==> config.mk <==
export PLATFORM = sky130hd
export DESIGN_NAME = seq_decimalizer
export DESIGN_NICKNAME = d
export VERILOG_FILES = /design/src/rtl/seq_decimalizer_pkg.sv /design/src/rtl/seq_decimalizer_dd_step.sv /design/src/rtl/seq_decimalizer.sv
export SDC_FILE = /design/constraint.sdc
export NUM_CORES = 1
export LEC_CHECK = 0
export BUFFER_PORTS_ARGS = -buffer_cell sky130_fd_sc_hd__buf_2
export CORE_MARGIN = 4
export CORE_UTILIZATION = 33
export CTS_BUF_LIST = sky130_fd_sc_hd__clkbuf_8
export DETAILED_ROUTE_END_ITERATION = 12
export PLACE_DENSITY = 0.54
export SKIP_LAST_GASP = 1
export SLEW_MARGIN = 15
export SYNTH_ARGS = -nofsm -noshare
export SYNTH_HDL_FRONTEND = slang
export SYNTH_SLANG_ARGS = --single-unit
==> constraint.sdc <==
create_clock -name clk -period 1.5 [get_ports clk]
set_clock_uncertainty 0.1 [all_clocks]
set_input_delay 0.3 -clock clk [delete_from_list [all_inputs] [get_ports clk]]
set_output_delay 0.3 -clock clk [all_outputs]
set_load 0.1 [all_outputs]
==> src/rtl/seq_decimalizer_pkg.sv <==
// Shared definitions for seq_decimalizer: blank nibble code and FSM state encoding.
package seq_decimalizer_pkg;

  localparam logic [3:0] DECIM_BLANK = 4'hF;

  typedef enum logic [1:0] {
    IDLE  = 2'd0,
    LOAD  = 2'd1,
    SHIFT = 2'd2,
    STORE = 2'd3
  } decim_state_t;

endpackage

==> src/rtl/seq_decimalizer_dd_step.sv <==
// One double-dabble step: add 3 to every nibble >= 5, then shift left taking in one bit.
module bcd_dd_step #(
  parameter int DIGITS = 3
) (
  input  logic [DIGITS*4-1:0] bcd,
  input  logic                shift_bit,
  output logic [DIGITS*4-1:0] bcd_next,
  output logic                carry
);

  logic [DIGITS*4-1:0] adj_s;

  // Per-nibble add-3 correction followed by the one-bit shift.
  always_comb begin
    adj_s = bcd;
    for (int d = 0; d < DIGITS; d++) begin
      if (bcd[d*4 +: 4] >= 4'd5) begin
        adj_s[d*4 +: 4] = bcd[d*4 +: 4] + 4'd3;
      end else begin
        adj_s[d*4 +: 4] = bcd[d*4 +: 4];
      end
    end
    {carry, bcd_next} = {adj_s, shift_bit};
  end

endmodule

==> src/rtl/seq_decimalizer.sv <==
// Time-shared multi-channel binary-to-BCD converter with saturation on overflow.
// Optional leading-zero blanking is enabled by defining SEQ_DECIMALIZER_LZ_BLANK_EN.
module seq_decimalizer
  import seq_decimalizer_pkg::*;
#(
  parameter int CH     = 6,
  parameter int W_IN   = 8,
  parameter int DIGITS = 3
) (
  input  logic                     clk,
  input  logic                     nreset,
  input  logic                     start,
  input  logic [CH*W_IN-1:0]       values_in,
  output logic [CH*DIGITS*4-1:0]   digits_out,
  output logic [CH-1:0]            ovf_out,
  output logic                     busy,
  output logic                     done,
  output logic                     valid
);

  localparam int CH_W   = (CH > 1) ? $clog2(CH) : 1;
  localparam int STEP_W = $clog2(W_IN + 1);
  localparam int BCD_W  = DIGITS * 4;
  localparam logic [CH_W-1:0]   LAST_CH   = CH_W'(CH - 1);
  localparam logic [STEP_W-1:0] LAST_STEP = STEP_W'(W_IN - 1);

  decim_state_t               state_r, state_s;
  logic [CH-1:0][W_IN-1:0]    snap_r;
  logic [CH_W-1:0]            ch_idx_r;
  logic [W_IN-1:0]            shift_r;
  logic [BCD_W-1:0]           bcd_r, bcd_next_s;
  logic                       carry_s, ovf_r;
  logic [STEP_W-1:0]          step_r;
  logic [CH-1:0][BCD_W-1:0]   digits_r;
  logic [CH-1:0]              ovf_out_r;
  logic                       busy_r, done_r, valid_r;
  logic                       last_store_s;

  // Overflowed channels saturate to all nines and are never blanked.
  function automatic logic [BCD_W-1:0] format_digits(input logic [BCD_W-1:0] bcd,
                                                     input logic ovf);
    logic [BCD_W-1:0] res;
    res = bcd;
    if (ovf) begin
      for (int d = 0; d < DIGITS; d++) res[d*4 +: 4] = 4'd9;
    end else begin
`ifdef SEQ_DECIMALIZER_LZ_BLANK_EN
      begin : g_blank
        logic lead;
        lead = 1'b1;
        for (int d = DIGITS - 1; d > 0; d--) begin
          if (lead && (bcd[d*4 +: 4] == 4'd0)) res[d*4 +: 4] = DECIM_BLANK;
          else lead = 1'b0;
        end
      end
`else
      res = bcd;
`endif
    end
    return res;
  endfunction

  bcd_dd_step #(.DIGITS(DIGITS)) u_step (
    .bcd       (bcd_r),
    .shift_bit (shift_r[W_IN-1]),
    .bcd_next  (bcd_next_s),
    .carry     (carry_s)
  );

  assign last_store_s = (state_r == STORE) && (ch_idx_r == LAST_CH);

  // State register.
  always_ff @(posedge clk or negedge nreset) begin
    if (!nreset) state_r <= IDLE;
    else         state_r <= state_s;
  end

  // Next-state logic.
  always_comb begin
    state_s = state_r;
    case (state_r)
      IDLE:    if (start) state_s = LOAD; else state_s = IDLE;
      LOAD:    state_s = SHIFT;
      SHIFT:   if (step_r == LAST_STEP) state_s = STORE; else state_s = SHIFT;
      STORE:   if (ch_idx_r == LAST_CH) state_s = IDLE; else state_s = LOAD;
      default: state_s = IDLE;
    endcase
  end

  // Snapshot, conversion datapath and output registers.
  always_ff @(posedge clk or negedge nreset) begin
    if (!nreset) begin
      snap_r    <= '0;
      ch_idx_r  <= '0;
      shift_r   <= '0;
      bcd_r     <= '0;
      ovf_r     <= 1'b0;
      step_r    <= '0;
      digits_r  <= '0;
      ovf_out_r <= '0;
      busy_r    <= 1'b0;
      done_r    <= 1'b0;
      valid_r   <= 1'b0;
    end else begin
      done_r  <= last_store_s;
      valid_r <= valid_r | last_store_s;
      busy_r  <= (state_s != IDLE);
      case (state_r)
        IDLE: begin
          if (start) begin
            snap_r   <= values_in;
            ch_idx_r <= '0;
          end
        end
        LOAD: begin
          shift_r <= snap_r[ch_idx_r];
          bcd_r   <= '0;
          ovf_r   <= 1'b0;
          step_r  <= '0;
        end
        SHIFT: begin
          bcd_r   <= bcd_next_s;
          shift_r <= shift_r << 1;
          ovf_r   <= ovf_r | carry_s;
          step_r  <= step_r + 1'b1;
        end
        STORE: begin
          digits_r[ch_idx_r]  <= format_digits(bcd_r, ovf_r);
          ovf_out_r[ch_idx_r] <= ovf_r;
          if (ch_idx_r != LAST_CH) ch_idx_r <= ch_idx_r + 1'b1;
        end
        default: ;
      endcase
    end
  end

  assign digits_out = digits_r;
  assign ovf_out    = ovf_out_r;
  assign busy       = busy_r;
  assign done       = done_r;
  assign valid      = valid_r;

endmodule
# Word-level counts from Yosys, hierarchy flattened
# Cells that the tools add are included.
# totals
word_cells,74
in_bits,51
output_inout_bits,81
reg_bits,159
# op_classes
magnitude_cmp,5
bitwise,2
n_reduce_logical,8
addsub,5
n_mux,24
eq_ne,8
# op_table
operator,n
$bwmux 72,1
$demux 12 s3,1
$mux 12,3
$bmux 8 s3,1
$pmux 12 s2,1
$pmux 8 s2,1
$add 4x2->4 const B,3
$ge 4x3->1 const B,3
$mux 4,3
$mux 8,1
$pmux 2 s4,1
$pmux 4 s2,1
$bwmux 6,1
$mux 3,2
$pmux 3 s2,1
$reduce_bool 2->1,3
$add 4x1->4 const B,1
$eq 2x2->1 const B,2
$eq 4x3->1 const B,1
$lt 3x4->1 const B,1
$mux 1,4
$add 3x1->3 const B,1
$demux 1 s3,1
$eq 3x3->1 const B,1
11 further kinds,13

# Logic depth before layout (Yosys ltp)
# Gate-level depths: netlist of the first run.
# logic_depth
ltp_word,5
ltp_mapped,8
ltp_nobuf,6

# By module
# Synthesis of the first run repeated with hierarchy kept, for this count alone.
# hier_totals
hier_cells,622
area_unflattened_um2,6766.5
# modules_own_cells
mod,instances,cells_each,area_each_um2
seq_decimalizer,1,573,6454.9
bcd_dd_step,1,49,311.5

# Least setup slack after synthesis of the first run
# Ideal clock, no wire load.
# synth_path
path_kind,reg-to-reg
from,reg bcd_r[8]
to,reg bcd_r[10]
path_buffers,0
setup_time_ns,0.083
setup_slack_ns,-0.090
required_time_ns,1.317
synth_period_minus_slack_ns,1.590
stages_incl_launch_ff,6
arrival_time_ns,1.407
path_cell_list,dfrtp_1 ha_1 nand2b_1 a21oi_1 mux2_2 o22ai_1
# synth_via
elab_chain_cells,3
# synth_rtl
item,line_no,text
"start, declared",seq_decimalizer.sv:31,"logic [BCD_W-1:0] bcd_r, bcd_next_s;"
"start signal, assigned",seq_decimalizer.sv:122,bcd_r <= bcd_next_s;
$add 4x2->4 / $ge 4x3->1 (equally long branches),"seq_decimalizer_dd_step.sv:18, seq_decimalizer_dd_step.sv:17",
$mux 4 (*),seq_decimalizer_dd_step.sv:17,if (bcd[d*4 +: 4] >= 4'd5) begin
$pmux 12 s2 (*),seq_decimalizer.sv:108,case (state_r)
# Every way passes the cells marked *; elsewhere a longest branch is shown, timed or not.
# A chain may end at the register's enable or synchronous reset.

# Worst setup path in the final report of the first run
# layout_path
from,reg ch_idx_r[0]
to,reg shift_r[3]
# layout_via
elab_chain_cells,3
# layout_rtl
item,line_no,text
"start, declared",seq_decimalizer.sv:29,logic [CH_W-1:0] ch_idx_r;
"start signal, assigned",seq_decimalizer.sv:130,if (ch_idx_r != LAST_CH) ch_idx_r <= ch_idx_r + 1'b1;
$bmux 8 s3,seq_decimalizer.sv:116,shift_r <= snap_r[ch_idx_r];
$mux 8 (implied by the code),seq_decimalizer.sv:116,
$pmux 8 s2,seq_decimalizer.sv:108,
"end signal, assigned",seq_decimalizer.sv:116,
"end signal, assigned",seq_decimalizer.sv:123,shift_r <= shift_r << 1;
"end, declared",seq_decimalizer.sv:30,logic [W_IN-1:0] shift_r;
# Every way passes these cells. The select of a mux whose other input is x is not followed.

==> flow_summary.json, run 1 <==
{
  "status": "finished with violations",
  "violations": "setup timing",
  "clk_latency_ns": 0.46,
  "layout_common_cells": "155 x dfrtp_1, 91 x buf_12, 88 x buf_4",
  "yosysUniqueCellTypes": 34,
  "gr-total-overflow": 0,
  "slowest_stage": "dfrtp_2",
  "cp-endpoint": "shift_r[3]$_DFFE_PN0P_",
  "worst-path-buf-inv": 1,
  "rsz0062_at_grt": "yes",
  "cp_top_family": "flip-flops",
  "grt_start_max_net_pins": 39,
  "startpoint": "ch_idx_r[0]$_DFFE_PN0P_",
  "drt_iter0_drc": 267,
  "async_flop_share": 1.00,
  "drive_above_1_share": 0.459,
  "tns_ns": -1.35,
  "final_common_cell": "dfrtp_1",
  "clock-root-buffer": "clkbuf_8",
  "final_cells": 1171,
  "r2r-end": "shift_r[3]$_DFFE_PN0P_",
  "vias": 5666,
  "core_mm2": 0.0202,
  "hpwl_mm": 12.6,
  "grt_pass1_wl_mm": 30.0,
  "syn_area_per_cell_um2": 11.1,
  "synth-edff-count": 0,
  "syn_area_mm2": 0.00675,
  "yosysSeqAreaShare": 0.590,
  "p_leak_nw": 5.28,
  "gp_congestion": 0.856,
  "period_minus_slack_ns": 1.58,
  "ff2ff_setup_slack_ns": -0.08,
  "ys_top_cells_by_area": "dfrtp_1 59%, mux2_2 9.5%, o21ai_0 7.0%",
  "cts_tree": "built",
  "clk_pin_slew_worst_paths_ns": 0.09,
  "rows": 52,
  "setup_slack_ns": -0.0812,
  "via_per_inst": 4.84,
  "synth_top_area_share": 0.590,
  "yosys_register_bits": 159,
  "setup_viol": 56,
  "ys_warn_count": 0,
  "cts_buffers": 17,
  "tightest_slew_ns": 0.488,
  "final_hold_viol_count": 0,
  "utilization": 0.565,
  "max_clock_freq_mhz": 632,
  "fin_crit_sh": 1.05,
  "critPathArrivalTime_ns": 1.83,
  "ir_drop_v": 0.000570,
  "drv_cap": 0,
  "maxSlewViolCount": 0,
  "cts_sinks": 159,
  "die_x_um": 151,
  "start_kind": "register",
  "syn-num-nets": 669,
  "drt_pass1_iterations": 4,
  "crit_path_max_fanout": 7,
  "netlist_instances": 606,
  "die-area_mm2": 0.0228,
  "post_drt_wl_per_cell_um": 17.8,
  "ys.flop_type": "dfrtp_1",
  "ant_nets": 0,
  "crit_chain": "clkbuf_16 > mux2i_1 > nor2_1 > nor4_4 > nor2_1",
  "track_usage": 0.170,
  "initial_utilization": 0.334,
  "syn_to_final_growth_pct": 69.0,
  "holdCritPathClass": "primary input to asynchronous set/reset pin",
  "antenna_found_initial": 1,
  "drc": 0,
  "cp.required_ns": 1.75,
  "h-tree-depth": 4,
  "crit_path_end_kind": "register",
  "max-clock-path-buffers": 2,
  "wl_mm": 20.8,
  "max_stage_delay_ns": 0.48,
  "reg2reg_depth": 5,
  "post-place-cells": 1035,
  "post-place-ws_ns": -0.158,
  "fin_nets": 951,
  "hold_slack_ns": 0.227,
  "ios": 132,
  "relSlewSlack": 0.672,
  "diodes": 0,
  "r2r_start": "ch_idx_r[0]$_DFFE_PN0P_",
  "fp.dieH_um": 151,
  "numPortBuffers": 131,
  "worst-path-stages": 5,
  "first_global_vias": 5705,
  "path_class": "register to register",
  "cpMostUsedCell": "nor2_1",
  "power_density_mw_per_mm2": 686,
  "synth_top_area_cell": "dfrtp_1"
}
==> routing by layer <==
layer / wire, um / track usage / up-vias / share of wire
met2: 11000 / 0.290 / 197 / 0.53
li1: - / - / 2645 / -
met4: 299 / 0.0549 / 2 / 0.014
met1: 8260 / 0.212 / 2797 / 0.40
met5: 18 / 0 / - / 0.00086
met3: 1220 / 0.0446 / 25 / 0.058
==> registers in the layout, indices dropped and copies added, names as in the netlist <==
register and flops:
ovf_r 1, busy 1, snap_r 48, step_r 4, state_r 2, ovf_out 6, digits_out 72, shift_r 8
valid 1, ch_idx_r 3, done 1, bcd_r 12
==> repair_timing <==
action	CTS	global route
hold buffers	49	0
pin swaps	15	23
gates cloned	4	9
endpoints found under the hold margin	82	0
gates resized for setup	186	113
buffers inserted	14	30
setup endpoints to repair	155	231
==> Yosys cell counts (2+ instances only) <==
cell type,instances
o32ai_1,2
clkbuf_1,11
o21ai_0,94
nand3b_1,6
nand2b_1,14
buf_4,3
and3_1,3
a21oi_1,5
a31o_2,3
nand2_1,83
nand3_1,9
nor2_1,34
dfrtp_1,159
o22ai_1,6
ha_1,12
nor3_1,14
mux2_2,57
buf_6,2
nor4_1,7
buf_2,20
inv_1,21
xnor2_1,6
mux2i_1,24
==> cell type report <==
class / instances / area (um2)
Clock buffer: 18 / 248
Clock inverter: 14 / 159
Fill cell: 1609 / 8760
Inverter: 21 / 78.8
Multi-Input combinational cell: 391 / 3040
Sequential cell: 159 / 3980
Tap cell: 270 / 338
Timing Repair Buffer: 298 / 3560
==> where the power goes <==
group	switching [mW]	internal [mW]	total (mW)
Clock	1.70	1.56	3.26
Sequential	0	4.28	4.28
Combinational	0.136	0.150	0.287
Total	1.84	5.99	7.83
==> worst reg2reg max path, stage by stage (launching register included) <==
cell,delay [ns]
dfrtp_2,0.48
clkbuf_16,0.21
mux2i_1,0.27
nor2_1,0.10
nor4_4,0.25
nor2_1,0.06
==> worst min path at each step <==
stage / from / end / slack, ns / cells past startpoint
finish: nreset / digits_out[51]$_DFFE_PN0P_ / 0.23 / 2
CTS: start / state_r[0]$_DFF_PN0_ / 0.07 / 3
global placement: nreset / digits_out[51]$_DFFE_PN0P_ / 0.14 / 1
floorplan: nreset / bcd_r[0]$_DFFE_PN0P_ / -0.1 / 0
detailed placement: nreset / digits_out[51]$_DFFE_PN0P_ / 0.15 / 1
global route: nreset / digits_out[51]$_DFFE_PN0P_ / 0.23 / 2
==> logic make-up (layout without fill, tap and decap cells) <==
group / Yosys count / in the layout / synth area share
AND/OR/NAND/NOR: 178 / 179 / 0.121
XOR/XNOR: 6 / 6 / 0.00779
AO/OA/AOI/OAI: 113 / 113 / 0.0890
flip-flops: 159 / 159 / 0.590
buffers and inverters: 57 / 351 / 0.0393
multiplexers: 81 / 81 / 0.131
adder cells (fa/ha/maj): 12 / 12 / 0.0223
==> through the flow <==
| stage | instance area, um2 | total power [mW] |
|---|---|---|
| final | 11400 | 7.83 |
| after global routing | 11400 | 8.11 |
| after CTS | 10600 | 7.88 |
| after detailed placement | 8770 | 4.55 |
| after global placement | 8770 | 4.55 |
| after floorplan | 6810 | 4.37 |
(Power assumes the default switching activity.)
==> inputs of run 2 (changes only) <==
--- a/config.mk
+++ b/config.mk
@@ -10,6 +10,7 @@
 export CORE_UTILIZATION = 33
 export CTS_BUF_LIST = sky130_fd_sc_hd__clkbuf_8
 export DETAILED_ROUTE_END_ITERATION = 12
+export MAX_ROUTING_LAYER = met4
 export PLACE_DENSITY = 0.54
 export SKIP_LAST_GASP = 1
 export SLEW_MARGIN = 15
==> run 2 against run 1 <==
Effect of this change:
- final cell count hardly changed
- critical path depth up 3
- via count is 0.92% lower
- non-clock buffer count unchanged
- largest cell class unchanged
- register-to-register slack about the same
- combinational power hardly changed
- highest routed layer is now met4
- die area unchanged
- the run still ends with setup timing left
- first-iteration DRC count increased by 19%
- wire length is 0.51% lower
- critical path type unchanged
==> flow_summary.json, run 2 (synthesis gave the netlist of run 1 again) <==
{
  "status": "finished with violations",
  "violations": "setup timing",
  "drv_cap": 0,
  "fin_crit_sh": 1.05,
  "cts_buffers": 17,
  "ant_nets": 0,
  "cp.required_ns": 1.78,
  "gr-total-overflow": 0,
  "crit_path_max_fanout": 3,
  "drc": 0,
  "power_density_mw_per_mm2": 685,
  "cts_tree": "built",
  "gp_congestion": 0.870,
  "startpoint": "bcd_r[9]$_DFFE_PN0P_",
  "tightest_slew_ns": 0.455,
  "utilization": 0.566,
  "r2r_start": "bcd_r[9]$_DFFE_PN0P_",
  "post-place-cells": 1035,
  "maxSlewViolCount": 0,
  "syn_to_final_growth_pct": 69.1,
  "setup_slack_ns": -0.0691,
  "drt_pass1_iterations": 4,
  "track_usage": 0.176,
  "p_leak_nw": 5.29,
  "numPortBuffers": 131,
  "period_minus_slack_ns": 1.57,
  "drive_above_1_share": 0.459,
  "rsz0062_at_grt": "yes",
  "power_mw": 7.82,
  "clk_latency_ns": 0.46,
  "largest_reg_flops": 72,
  "layout_common_cells": "155 x dfrtp_1, 91 x buf_12, 88 x buf_4",
  "h-tree-depth": 4,
  "via_per_inst": 4.79,
  "wl_mm": 20.7,
  "fp.dieH_um": 151,
  "clock-root-buffer": "clkbuf_8",
  "final_common_cell": "dfrtp_1",
  "first_global_vias": 5698,
  "tns_ns": -1.27,
  "setup_viol": 51,
  "cts_sinks": 159,
  "start_kind": "register",
  "relSlewSlack": 0.694,
  "grt_pass1_wl_mm": 30.0,
  "holdCritPathClass": "primary input to asynchronous set/reset pin",
  "fin_nets": 951,
  "r2r-end": "ovf_r$_DFFE_PN0P_",
  "critPathArrivalTime_ns": 1.85,
  "reg2reg_depth": 8,
  "max-clock-path-buffers": 2,
  "final_cells": 1172,
  "ios": 132,
  "final_hold_viol_count": 0,
  "core_mm2": 0.0202,
  "path_class": "register to register",
  "vias": 5614,
  "die_x_um": 151,
  "die-area_mm2": 0.0228,
  "drt_iter0_drc": 318,
  "ff2ff_setup_slack_ns": -0.07,
  "rows": 52,
  "initial_utilization": 0.334,
  "grt_start_max_net_pins": 39,
  "layout.filler_cells": 1613,
  "max_clock_freq_mhz": 637,
  "clk_pin_slew_worst_paths_ns": 0.09,
  "ir_drop_v": 0.000599,
  "hpwl_mm": 12.6,
  "post_drt_wl_per_cell_um": 17.7,
  "antenna_found_initial": 1,
  "crit_path_end_kind": "register"
}
==> run 2: per-layer routing <==
layer  wire [um]  global-route usage  vias to the layer above
met2       10900               0.289                      183
met5           0                   -                        -
met4         366              0.0549                        0
met1        8290               0.214                     2767
li1            -                   -                     2640
met3        1140              0.0440                       24
==> run 2: timing repair <==
action	CTS	global route
endpoints found under the setup margin	155	231
hold endpoints to repair	82	0
cloned	4	9
resized for setup	186	115
hold buffers	49	0
buffers inserted	14	30
pin swaps	15	23
==> run 2: stage by stage <==
stage	cell area, um2	hold slack, ns	worst slack [ns]
final	11400	0.229	-0.0691
after global placement	8770	0.141	-0.0969
after CTS	10600	0.0693	-0.0909
after detailed placement	8770	0.151	-0.158
after global routing	11400	0.228	-0.139
after floorplan	6810	-0.0956	-0.0387
==> run 2: critical path, cell delays in order (launching register included) <==
cell,delay (ns)
dfrtp_1,0.40
inv_2,0.12
ha_4,0.14
nand2b_4,0.12
a21oi_4,0.07
buf_4,0.15
buf_6,0.11
buf_4,0.13
o31ai_4,0.15
==> run 2: layout make-up <==
| type | instances | area, um2 | share of cell area |
|---|---|---|---|
| flip-flops and latches | 159 | 3980 | 0.349 |
| repair buffers | 298 | 3560 | 0.312 |
| multi-input cells | 391 | 3040 | 0.266 |
| well taps | 270 | 338 | 0.0296 |
| clock buffers | 18 | 248 | 0.0217 |
| clock inverters | 14 | 159 | 0.0139 |
| inverters | 21 | 78.8 | 0.00691 |
| diodes | 1 | 2.50 | 0.000219 |
==> run 2: how the worst max path moves through the flow <==
| stage | slack, ns | cells after the start | to |
|---|---|---|---|
| final | -0.07 | 8 | ovf_r$_DFFE_PN0P_ |
| after global placement | -0.1 | 5 | shift_r[7]$_DFFE_PN0P_ |
| after global routing | -0.14 | 5 | shift_r[3]$_DFFE_PN0P_ |
| after detailed placement | -0.16 | 5 | shift_r[7]$_DFFE_PN0P_ |
| after floorplan | -0.04 | 5 | ovf_out[0]$_DFFE_PN0P_ |
| after CTS | -0.09 | 1 | digits_out[69] |
==> run 2: power breakdown <==
group          internal, mW  switching [mW]
Combinational         0.151           0.136
Clock                  1.56            1.69
Sequential             4.28               0
Total                  5.99            1.83
==> inputs of run 3 (changes only) <==
--- a/config.mk
+++ b/config.mk
@@ -12,6 +12,7 @@
 export DETAILED_ROUTE_END_ITERATION = 12
 export MAX_ROUTING_LAYER = met4
 export PLACE_DENSITY = 0.54
+export RECOVER_POWER = 50
 export SKIP_LAST_GASP = 1
 export SLEW_MARGIN = 15
 export SYNTH_ARGS = -nofsm -noshare
==> run 3 against run 2 <==
Effect of this change:
- the run still ends with setup timing left
- sequential share of layout area up 0.077 points
- first-iteration DRC count increased by 1.3%
- setup slack better by 0.0014 ns
- flip-flop and latch count unchanged
- critical path depth stayed put
- final cell count unchanged
- die area unchanged
- clock power about the same
- largest power group unchanged
- largest cell class unchanged
- combinational power is 3% lower
- worst hold slack worse by 0.013 ns
- non-clock buffer count stayed put
==> flow_summary.json, run 3 (synthesis gave the netlist of run 1 again) <==
{
  "clock-root-buffer": "clkbuf_8",
  "core_mm2": 0.0202,
  "final_hold_viol_count": 0,
  "rsz0062_at_grt": "yes",
  "ios": 132,
  "gr-total-overflow": 0,
  "h-tree-depth": 4,
  "max_clock_freq_mhz": 638,
  "max-clock-path-buffers": 2,
  "p_leak_nw": 5.28,
  "final_cells": 1172,
  "path_class": "register to register",
  "cpMostUsedCell": "buf_4",
  "initial_utilization": 0.334,
  "holdCritPathClass": "primary input to asynchronous set/reset pin",
  "track_usage": 0.176,
  "utilization": 0.565,
  "drt_pass1_iterations": 4,
  "setup_slack_ns": -0.0676,
  "power_density_mw_per_mm2": 687,
  "drive_above_1_share": 0.459,
  "grt_start_max_net_pins": 39,
  "vias": 5597,
  "setup_viol": 53,
  "regArea_mm2": 0.00398,
  "grt_pass1_wl_mm": 30.0,
  "worst-path-buf-inv": 4,
  "drv_cap": 0,
  "via_per_inst": 4.78,
  "final_common_cell": "dfrtp_1",
  "violations": "setup timing",
  "post_drt_wl_per_cell_um": 17.7,
  "drc": 0,
  "ant_nets": 0,
  "layout_common_cells": "155 x dfrtp_1, 89 x buf_12, 88 x buf_4",
  "power_mw": 7.82,
  "slowest_stage": "dfrtp_1",
  "start_kind": "register",
  "first_global_vias": 5698,
  "crit_path_max_fanout": 3,
  "post-place-cells": 1035,
  "cp.required_ns": 1.78,
  "die_x_um": 151,
  "syn_to_final_growth_pct": 68.8,
  "cts_buffers": 17,
  "clk_latency_ns": 0.46,
  "crit_chain": "inv_2 > ha_4 > nand2b_4 > a21oi_4 > buf_4 > buf_6 > buf_4 > o31ai_4",
  "crit_path_end_kind": "register",
  "multi_input_area_mm2": 0.00304,
  "critPathArrivalTime_ns": 1.85,
  "antenna_found_initial": 1,
  "period_minus_slack_ns": 1.57,
  "cts_sinks": 159,
  "fin_nets": 951,
  "drt_iter0_drc": 322,
  "relSlewSlack": 0.652,
  "ir_drop_v": 0.000599,
  "largest_reg_flops": 72,
  "maxSlewViolCount": 0,
  "fin_crit_sh": 1.05,
  "numPortBuffers": 131,
  "max_stage_delay_ns": 0.40,
  "cts_tree": "built",
  "status": "finished with violations",
  "hpwl_mm": 12.6,
  "cp_top_family": "buffers and inverters",
  "rows": 52,
  "layout.filler_cells": 1616,
  "clk_pin_slew_worst_paths_ns": 0.09,
  "die-area_mm2": 0.0228,
  "tightest_slew_ns": 0.521,
  "wl_mm": 20.8,
  "fp.dieH_um": 151,
  "gp_congestion": 0.870
}
==> run 3: layout make-up <==
cell class / instances / share of cell area
Inverter: 21 / 0.00692
Timing Repair Buffer: 298 / 0.311
Clock buffer: 18 / 0.0218
Multi-Input combinational cell: 391 / 0.267
Tap cell: 270 / 0.0297
Antenna cell: 1 / 0.000220
Sequential cell: 159 / 0.350
Clock inverter: 14 / 0.0140
==> run 3: worst paths after layout <==
| check | start | end | slack, ns | cells after the start |
|---|---|---|---|---|
| max | bcd_r[9]$_DFFE_PN0P_ | ovf_r$_DFFE_PN0P_ | -0.07 | 8 |
| min | nreset | digits_out[51]$_DFFE_PN0P_ | 0.22 | 2 |
| max reg2reg | bcd_r[9]$_DFFE_PN0P_ | ovf_r$_DFFE_PN0P_ | -0.07 | 8 |
| min reg2reg | snap_r[8]$_DFFE_PN0P_ | snap_r[8]$_DFFE_PN0P_ | 0.41 | 1 |
| max in group asynchronous | nreset | shift_r[3]$_DFFE_PN0P_ | 0.18 | 3 |
| min in group clk | start | ch_idx_r[0]$_DFFE_PN0P_ | 0.26 | 4 |
==> run 3: metal layers <==
layer  GRT usage  vias up  share of wire
met2       0.289      170           0.53
met1       0.214     2762           0.40
met4      0.0549        0          0.017
met5           -        -              0
li1            -     2641              -
met3      0.0440       24          0.054
==> run 3: report_power, final <==
| part | switching (mW) | leakage [nW] | internal [mW] |
|---|---|---|---|
| clock network | 1.70 | 0.211 | 1.56 |
| logic | 0.134 | 2.87 | 0.143 |
| registers | 0 | 2.19 | 4.28 |
==> run 3: through the flow <==
step | cell area (um2) | hold WS [ns] | worst slack (ns) | setup TNS [ns]
2_1_floorplan | 6810 | -0.0956 | -0.0387 | -0.786
6_report | 11400 | 0.216 | -0.0676 | -1.33
5_1_grt | 11400 | 0.217 | -0.139 | -11.10
4_1_cts | 10600 | 0.0693 | -0.0909 | -0.769
3_3_place_gp | 8770 | 0.141 | -0.0969 | -3.41
3_5_place_dp | 8770 | 0.151 | -0.158 | -6.52
==> run 3: repair_timing <==
action / 4_1_cts / 5_1_grt
hold buffers: 49 / 0
endpoints found under the hold margin: 82 / 0
setup endpoints to repair: 155 / 231
pin swaps: 15 / 23
buffers inserted: 14 / 30
resized for setup: 186 / 115
gates cloned: 4 / 9
